File: src/rtl/cva6_pma_pkg.sv
// Shared types and constants for the runtime-programmable PMA table.
package cva6_pma_pkg;

    localparam int unsigned AttrWidth = 8;
    localparam int unsigned PermWidth = 3;

    localparam int unsigned AttrBitX  = 0;
    localparam int unsigned AttrBitC  = 1;
    localparam int unsigned AttrBitNI = 2;
    localparam int unsigned AttrBitL  = 7;

    typedef struct packed {
        logic       l;
        logic [3:0] rsvd;
        logic       ni;
        logic       c;
        logic       x;
    } pma_attr_t;

    typedef enum logic [1:0] {
        PMA_BASE   = 2'd0,
        PMA_LENGTH = 2'd1,
        PMA_ATTR   = 2'd2,
        PMA_RSVD   = 2'd3
    } pma_field_e;

    // Unmatched addresses are treated as non-idempotent, non-executable, uncached.
    localparam pma_attr_t PmaMissAttr = pma_attr_t'(8'h04);

endpackage

File: src/rtl/cva6_pma_match.sv
// Combinational address-vs-rules matcher; the lowest-index enabled rule wins.
module cva6_pma_match
    import cva6_pma_pkg::*;
#(
    parameter int unsigned NrRules   = 4,
    parameter int unsigned AddrWidth = 64,
    parameter int unsigned IdxW      = 2
) (
    input  logic [AddrWidth-1:0]                addr,
    input  logic [NrRules-1:0][AddrWidth-1:0]   base,
    input  logic [NrRules-1:0][AddrWidth-1:0]   length,
    input  logic [NrRules-1:0][PermWidth-1:0]   perm,
    output logic                                hit_c,
    output logic [IdxW-1:0]                     idx_c,
    output logic [PermWidth-1:0]                perm_c
);

    logic [NrRules-1:0] in_range;

    // Limit is one bit wider so a range can never wrap past the top of memory.
    for (genvar g = 0; g < NrRules; g++) begin : g_rule
        logic [AddrWidth:0] limit;
        assign limit       = {1'b0, base[g]} + {1'b0, length[g]};
        assign in_range[g] = (length[g] != '0) && (addr >= base[g]) && ({1'b0, addr} < limit);
    end

    always_comb begin
        hit_c  = 1'b0;
        idx_c  = '0;
        perm_c = PmaMissAttr[PermWidth-1:0];
        for (int unsigned i = 0; i < NrRules; i++) begin
            if (!hit_c && in_range[i]) begin
                hit_c  = 1'b1;
                idx_c  = IdxW'(i);
                perm_c = perm[i];
            end
        end
    end

endmodule

File: src/rtl/cva6_pma_table.sv
// Programmable PMA rule table with a config port and a one-cycle registered lookup port.
module cva6_pma_table
    import cva6_pma_pkg::*;
#(
    parameter int unsigned NrRules   = 4,
    parameter int unsigned AddrWidth = 64,
    parameter logic [NrRules*AddrWidth-1:0] RstBase =
        {64'h0, 64'h0, 64'h1_0000, 64'h8000_0000},
    parameter logic [NrRules*AddrWidth-1:0] RstLength =
        {64'h0, 64'h1000, 64'h1_0000, 64'h4000_0000},
    parameter logic [NrRules*AttrWidth-1:0] RstAttr =
        {8'h00, 8'h01, 8'h01, 8'h03},
    localparam int unsigned IdxW = (NrRules > 1) ? $clog2(NrRules) : 1
) (
    input  logic                 clk_i,
    input  logic                 rst_i,
    input  logic                 cfg_req_i,
    input  logic                 cfg_we_i,
    input  logic [IdxW-1:0]      cfg_idx_i,
    input  logic [1:0]           cfg_field_i,
    input  logic [AddrWidth-1:0] cfg_wdata_i,
    output logic                 cfg_rvalid_o,
    output logic [AddrWidth-1:0] cfg_rdata_o,
    output logic                 cfg_err_o,
    input  logic                 lookup_valid_i,
    output logic                 lookup_ready_o,
    input  logic [AddrWidth-1:0] lookup_addr_i,
    output logic                 resp_valid_o,
    input  logic                 resp_ready_i,
    output logic                 resp_match_o,
    output logic [IdxW-1:0]      resp_idx_o,
    output logic                 resp_exec_o,
    output logic                 resp_cached_o,
    output logic                 resp_nonidem_o
);

    logic [NrRules-1:0][AddrWidth-1:0] base_q;
    logic [NrRules-1:0][AddrWidth-1:0] length_q;
    pma_attr_t [NrRules-1:0]           attr_q;
    logic [NrRules-1:0][PermWidth-1:0] perm;

    pma_field_e           cfg_field;
    logic                 cfg_idx_ok;
    logic [IdxW-1:0]      cfg_idx_safe;
    logic                 cfg_err;
    logic                 cfg_wr_en;
    logic [AddrWidth-1:0] cfg_rdata;

    logic                 match_hit;
    logic [IdxW-1:0]      match_idx;
    logic [PermWidth-1:0] match_perm;
    logic                 lookup_accept;

    assign cfg_field  = pma_field_e'(cfg_field_i);
    assign cfg_idx_ok = 32'(cfg_idx_i) < NrRules;

    // Config decode: error qualification and read mux, evaluated on the request cycle.
    always_comb begin
        cfg_idx_safe = cfg_idx_ok ? cfg_idx_i : '0;
        cfg_err      = !cfg_idx_ok || (cfg_field == PMA_RSVD) ||
                       (cfg_we_i && attr_q[cfg_idx_safe][AttrBitL]);
        cfg_rdata    = '0;
        case (cfg_field)
            PMA_BASE:   cfg_rdata = base_q[cfg_idx_safe];
            PMA_LENGTH: cfg_rdata = length_q[cfg_idx_safe];
            PMA_ATTR:   cfg_rdata = {{(AddrWidth-AttrWidth){1'b0}}, attr_q[cfg_idx_safe]};
            default:    cfg_rdata = '0;
        endcase
        if (cfg_err) begin
            cfg_rdata = '0;
        end
    end

    assign cfg_wr_en = cfg_req_i && cfg_we_i && !cfg_err;

    always_ff @(posedge clk_i) begin
        if (rst_i) begin
            for (int unsigned i = 0; i < NrRules; i++) begin
                base_q[i]   <= RstBase[i*AddrWidth +: AddrWidth];
                length_q[i] <= RstLength[i*AddrWidth +: AddrWidth];
                attr_q[i]   <= pma_attr_t'(RstAttr[i*AttrWidth +: AttrWidth]);
            end
        end else if (cfg_wr_en) begin
            case (cfg_field)
                PMA_BASE:   base_q[cfg_idx_safe]   <= cfg_wdata_i;
                PMA_LENGTH: length_q[cfg_idx_safe] <= cfg_wdata_i;
                PMA_ATTR:   attr_q[cfg_idx_safe]   <= pma_attr_t'(cfg_wdata_i[AttrWidth-1:0]);
                default:    ;
            endcase
        end
    end

    // Config completion, exactly one cycle after every request.
    always_ff @(posedge clk_i) begin
        if (rst_i) begin
            cfg_rvalid_o <= 1'b0;
            cfg_err_o    <= 1'b0;
            cfg_rdata_o  <= '0;
        end else begin
            cfg_rvalid_o <= cfg_req_i;
            cfg_err_o    <= cfg_req_i && cfg_err;
            cfg_rdata_o  <= (cfg_req_i && !cfg_we_i) ? cfg_rdata : '0;
        end
    end

    for (genvar g = 0; g < NrRules; g++) begin : g_perm
        assign perm[g] = {attr_q[g].ni, attr_q[g].c, attr_q[g].x};
    end

    cva6_pma_match #(
        .NrRules   (NrRules),
        .AddrWidth (AddrWidth),
        .IdxW      (IdxW)
    ) u_match (
        .addr   (lookup_addr_i),
        .base   (base_q),
        .length (length_q),
        .perm   (perm),
        .hit_c  (match_hit),
        .idx_c  (match_idx),
        .perm_c (match_perm)
    );

    assign lookup_ready_o = !resp_valid_o || resp_ready_i;
    assign lookup_accept  = lookup_valid_i && lookup_ready_o;

    // Response register: loads on accept, holds while stalled, clears valid when drained.
    always_ff @(posedge clk_i) begin
        if (rst_i) begin
            resp_valid_o   <= 1'b0;
            resp_match_o   <= 1'b0;
            resp_idx_o     <= '0;
            resp_exec_o    <= 1'b0;
            resp_cached_o  <= 1'b0;
            resp_nonidem_o <= 1'b0;
        end else if (lookup_accept) begin
            resp_valid_o   <= 1'b1;
            resp_match_o   <= match_hit;
            resp_idx_o     <= match_idx;
            resp_exec_o    <= match_perm[AttrBitX];
            resp_cached_o  <= match_perm[AttrBitC];
            resp_nonidem_o <= match_perm[AttrBitNI];
        end else if (resp_ready_i) begin
            resp_valid_o   <= 1'b0;
        end
    end

endmodule

File: config.mk
export PLATFORM = sky130hd
export DESIGN_NAME = cva6_pma_table
export DESIGN_NICKNAME = d
export VERILOG_FILES = /design/src/rtl/cva6_pma_pkg.sv /design/src/rtl/cva6_pma_match.sv /design/src/rtl/cva6_pma_table.sv
export SDC_FILE = /design/constraint.sdc
export NUM_CORES = 2
export LEC_CHECK = 0
export BUFFER_PORTS_ARGS = -buffer_cell sky130_fd_sc_hd__buf_2
export CAP_MARGIN = 10
export CORE_MARGIN = 4
export CORE_UTILIZATION = 36
export CTS_CLUSTER_DIAMETER = 80
export DETAILED_ROUTE_END_ITERATION = 16
export PLACE_DENSITY = 0.54
export SLEW_MARGIN = 20
export SYNTH_ARGS = -nofsm -noshare
export SYNTH_HDL_FRONTEND = slang
export SYNTH_SLANG_ARGS = --single-unit
File: constraint.sdc
create_clock -name clk_i -period 10.93 [get_ports clk_i]
set_clock_uncertainty 0.05 [all_clocks]
set_input_delay 0.5465 -clock clk_i [delete_from_list [all_inputs] [get_ports clk_i]]
set_output_delay 0.5465 -clock clk_i [all_outputs]
set_load 0.005 [all_outputs]
==> flow_summary_export.csv <==
group,metric,value,unit
die,die-area,0.147,mm^2
layout,fillers,14300,
placed_design,gp_congestion,0.958,
logic_synthesis,async_flop_share,0,
clock_network,hold_buffers,0,
grt,grtUsageTotal,0.299,
logic_synthesis,synth-seq-cells,617,
drt,drc,0,
placed_design,portBuffers,211,
logic_synthesis,syn-num-nets,7319,
clock_network,cts-resized-gates,0,
drt,num_vias,49600,
pwr,power_density,104,mW/mm^2
layout,areaGrowthSynthToFinish,10.8,%
hold_path,hold_end,"resp_valid_o",
logic_synthesis,synth_edf_count,0,
setup_path,critPathKind,"reg -> reg",
timing,worst_slew_pin_slew,1250,ps
setup_path,critical_path_arrival,9250,ps
timing,slew_violations,0,
logic_synthesis,synth_area,0.0507,mm^2
clock_network,clock-root-buffer,"clkbuf_16",
setup_path,critPathCaptureType,"flop",
die,rows,137,
drt,drtIter0Drc,4924,
grt,grt_pass1_vias,47200,
die,ios,212,
placed_design,place_ws,2460,ps
timing,clock.fmax,114,MHz
layout,drive_gt1_frac,0.0894,
die,dieHeight,383,um
die,start_util,0.363,
timing,fin_ws,2180,ps
timing,post-route-min-period,8750,ps
hold_path,hold_path_depth,3,
placed_design,hpwlAfterDp,173000,um
logic_synthesis,synth_area_leaders,"dfxtp_1 (24%), ha_1 (19%), nand2_1 (9.2%)",
die,die_w,383,um
pwr,p_leak,22.7,nW
job,maxCapViolations,0,
grt,grt_pass1_wl,328000,um
timing,slew_headroom,0.168,
logic_synthesis,avgSynthCellArea,7.90,um^2
logic_synthesis,synth_sequential_area_ratio,0.244,
setup_path,r2r_slack,2180,ps
clock_network,worstSkewPairLatency,710,ps
grt,antenna_found_initial,14,
logic_synthesis,yosysUniqueCellTypes,77,
logic_synthesis,synth_top_area_share,0.244,
drt,dr.pass1.iters,6,
grt,grt_max_degree,181,
placed_design,placed_cells,8209,
setup_path,r2r_start,"base_q[193]",
drt,wl,227000,um
clock_network,clock_sinks,617,
outcome,outcome,"finished clean",
timing,setup_violations,0,
hold_path,hp-start,"lookup_valid_i",
logic_synthesis,ys.flop_type,"dfxtp_1",
clock_network,cts_setup_buffers,0,
die,core_region_area,0.140,mm^2
clock_network,clockBufferDepth,3,
setup_path,rr_endpoint,"resp_match_o",
layout,fin_cells,8361,
setup_path,ff2ff_path_depth,25,
hold_path,hold_class,"in -> reg",
logic_synthesis,synth.largest_area_cell,"dfxtp_1",
logic_synthesis,synth_warnings,0,
pwr,ir_drop,133,uV
clock_network,cts_tree,"yes",
logic_synthesis,synthCells,6413,
timing,rsz0062_at_grt,"no",
clock_network,numCtsBuffers,81,
grt,overflow,0,
setup_path,required,11430,ps
timing,fin_setup_tns,0,ps
setup_path,start_kind,"flop",
timing,fin_crit_sh,0.801,
layout,final_nets,7322,
drt,postRouteAntennaNets,0,
clock_network,cts.htree.levels,3,
pwr,total_power,5.83,mW
timing,hold_violations,0,
drt,avgRoutedWirePerCell,27.1,um
clock_network,path_clk_slew,50,ps
drt,vias_per_cell,5.93,
setup_path,cp_max_fo,5,
[logic make-up after synthesis]
kind of cell | after synthesis | synth area share
and+or+nand+nor | 2147 | 0.187
AOI/OAI and AO/OA | 1765 | 0.210
adders and majority gates | 768 | 0.190
buffers and inverters | 651 | 0.0498
DFF | 617 | 0.244
xor gates and xnor gates | 241 | 0.0417
muxes | 224 | 0.0778
[cells in the mapped netlist (all sizes together), types with 40 or more instances]
cell / number
mux2i: 88
nand2: 1248
a21oi: 901
o21bai: 40
ha: 764
nor3: 60
nor4: 84
nor2: 302
nand4: 139
mux4: 136
dfxtp: 617
inv: 319
o21a: 41
nor2b: 55
nand3: 96
o21ai: 211
clkbuf: 305
xor2: 118
xnor2: 123
a211oi: 48
a21o: 294
[power breakdown]
part / switching, mW / leakage, nW / internal (mW) / total (mW)
sequential: 0.0295 / 4.97 / 2.27 / 2.30
clock: 1.17 / 1.38 / 1.68 / 2.85
combinational: 0.454 / 16.3 / 0.235 / 0.689
[how the worst max path moves through the flow]
| stage | from | endpoint | slack, ps | cells past startpoint |
|---|---|---|---|---|
| final | base_q[193] | resp_match_o | 2180 | 25 |
| after global routing | length_q[193] | resp_match_o | 1890 | 25 |
| after CTS | base_q[193] | resp_nonidem_o | 2420 | 25 |
| after detailed placement | base_q[193] | resp_nonidem_o | 2460 | 25 |
| after global placement | length_q[193] | resp_match_o | 2450 | 25 |
| after floorplan | base_q[145] | resp_idx_o[1] | 5400 | 27 |
[critical path, cell delays in order, from the launching register on]
cell and delay [ps]:
dfxtp_1 450, ha_1 290, a211oi_1 410, nor4_1 200, o311ai_0 760, buf_4 240, a31oi_1 100, o21ai_0 240
a21boi_0 210, o21ai_0 390, o211ai_1 240, o41ai_1 670, o21a_1 330, o21ai_0 140, xnor2_1 160, ha_1 330
nand4_1 120, nor2_1 220, nand3_1 420, a2111oi_0 620, o21ai_0 470, a211o_1 390, o211ai_1 610, nor2b_1 240
nor3b_1 200, nor3_1 70
[cell type report]
class	count	area, um^2	area share
Tap cell	1876	2350	0.0418
Sequential cell	617	12400	0.220
Antenna cell	5	12.5	0.000223
Multi-Input combinational cell	5145	36000	0.641
Inverter	319	1200	0.0213
Timing Repair Buffer	252	1420	0.0252
Clock buffer	107	2340	0.0416
Clock inverter	40	472	0.00840
[stage by stage]
stage	util	area (um^2)	hold WS (ps)
3_3_place_gp	0.381	53300	398
4_1_cts	0.402	56100	0.732
5_1_grt	0.402	56100	36.1
3_5_place_dp	0.382	53300	412
6_report	0.402	56100	49.5
2_1_floorplan	-	50700	381
[registers in the layout, summed over array words and instances (netlist names), 2 cells and up]
| signal | cells |
|---|---|
| cfg_rdata_o | 64 |
| resp_idx_o | 2 |
| attr_q | 32 |
| length_q | 256 |
| base_q | 256 |
[layout by cell type (no fill, tap or decap), types with 55 or more instances in the layout]
cell       instances
buf_2            208
a21o_1           294
inv_1            319
dfxtp_1          617
mux4_2           136
xor2_1           118
nand3_1           94
ha_1             764
nor2b_1           55
nand2_1         1242
mux2i_1           88
nor2_1           296
xnor2_1          123
o21ai_0          208
nor3_1            58
nor4_1            73
a21oi_1          901
nand4_1          139
clkbuf_16         84
[per-layer routing]
| layer | up-vias | part of all wire | track usage |
|---|---|---|---|
| met5 | - | 0.00030 | 0 |
| met4 | 10 | 0.044 | 0.115 |
| met3 | 453 | 0.074 | 0.0446 |
| met2 | 2081 | 0.45 | 0.479 |
| met1 | 24100 | 0.43 | 0.404 |
| li1 | 23000 | - | - |
Note: power is estimated with default switching activity, not from simulation.
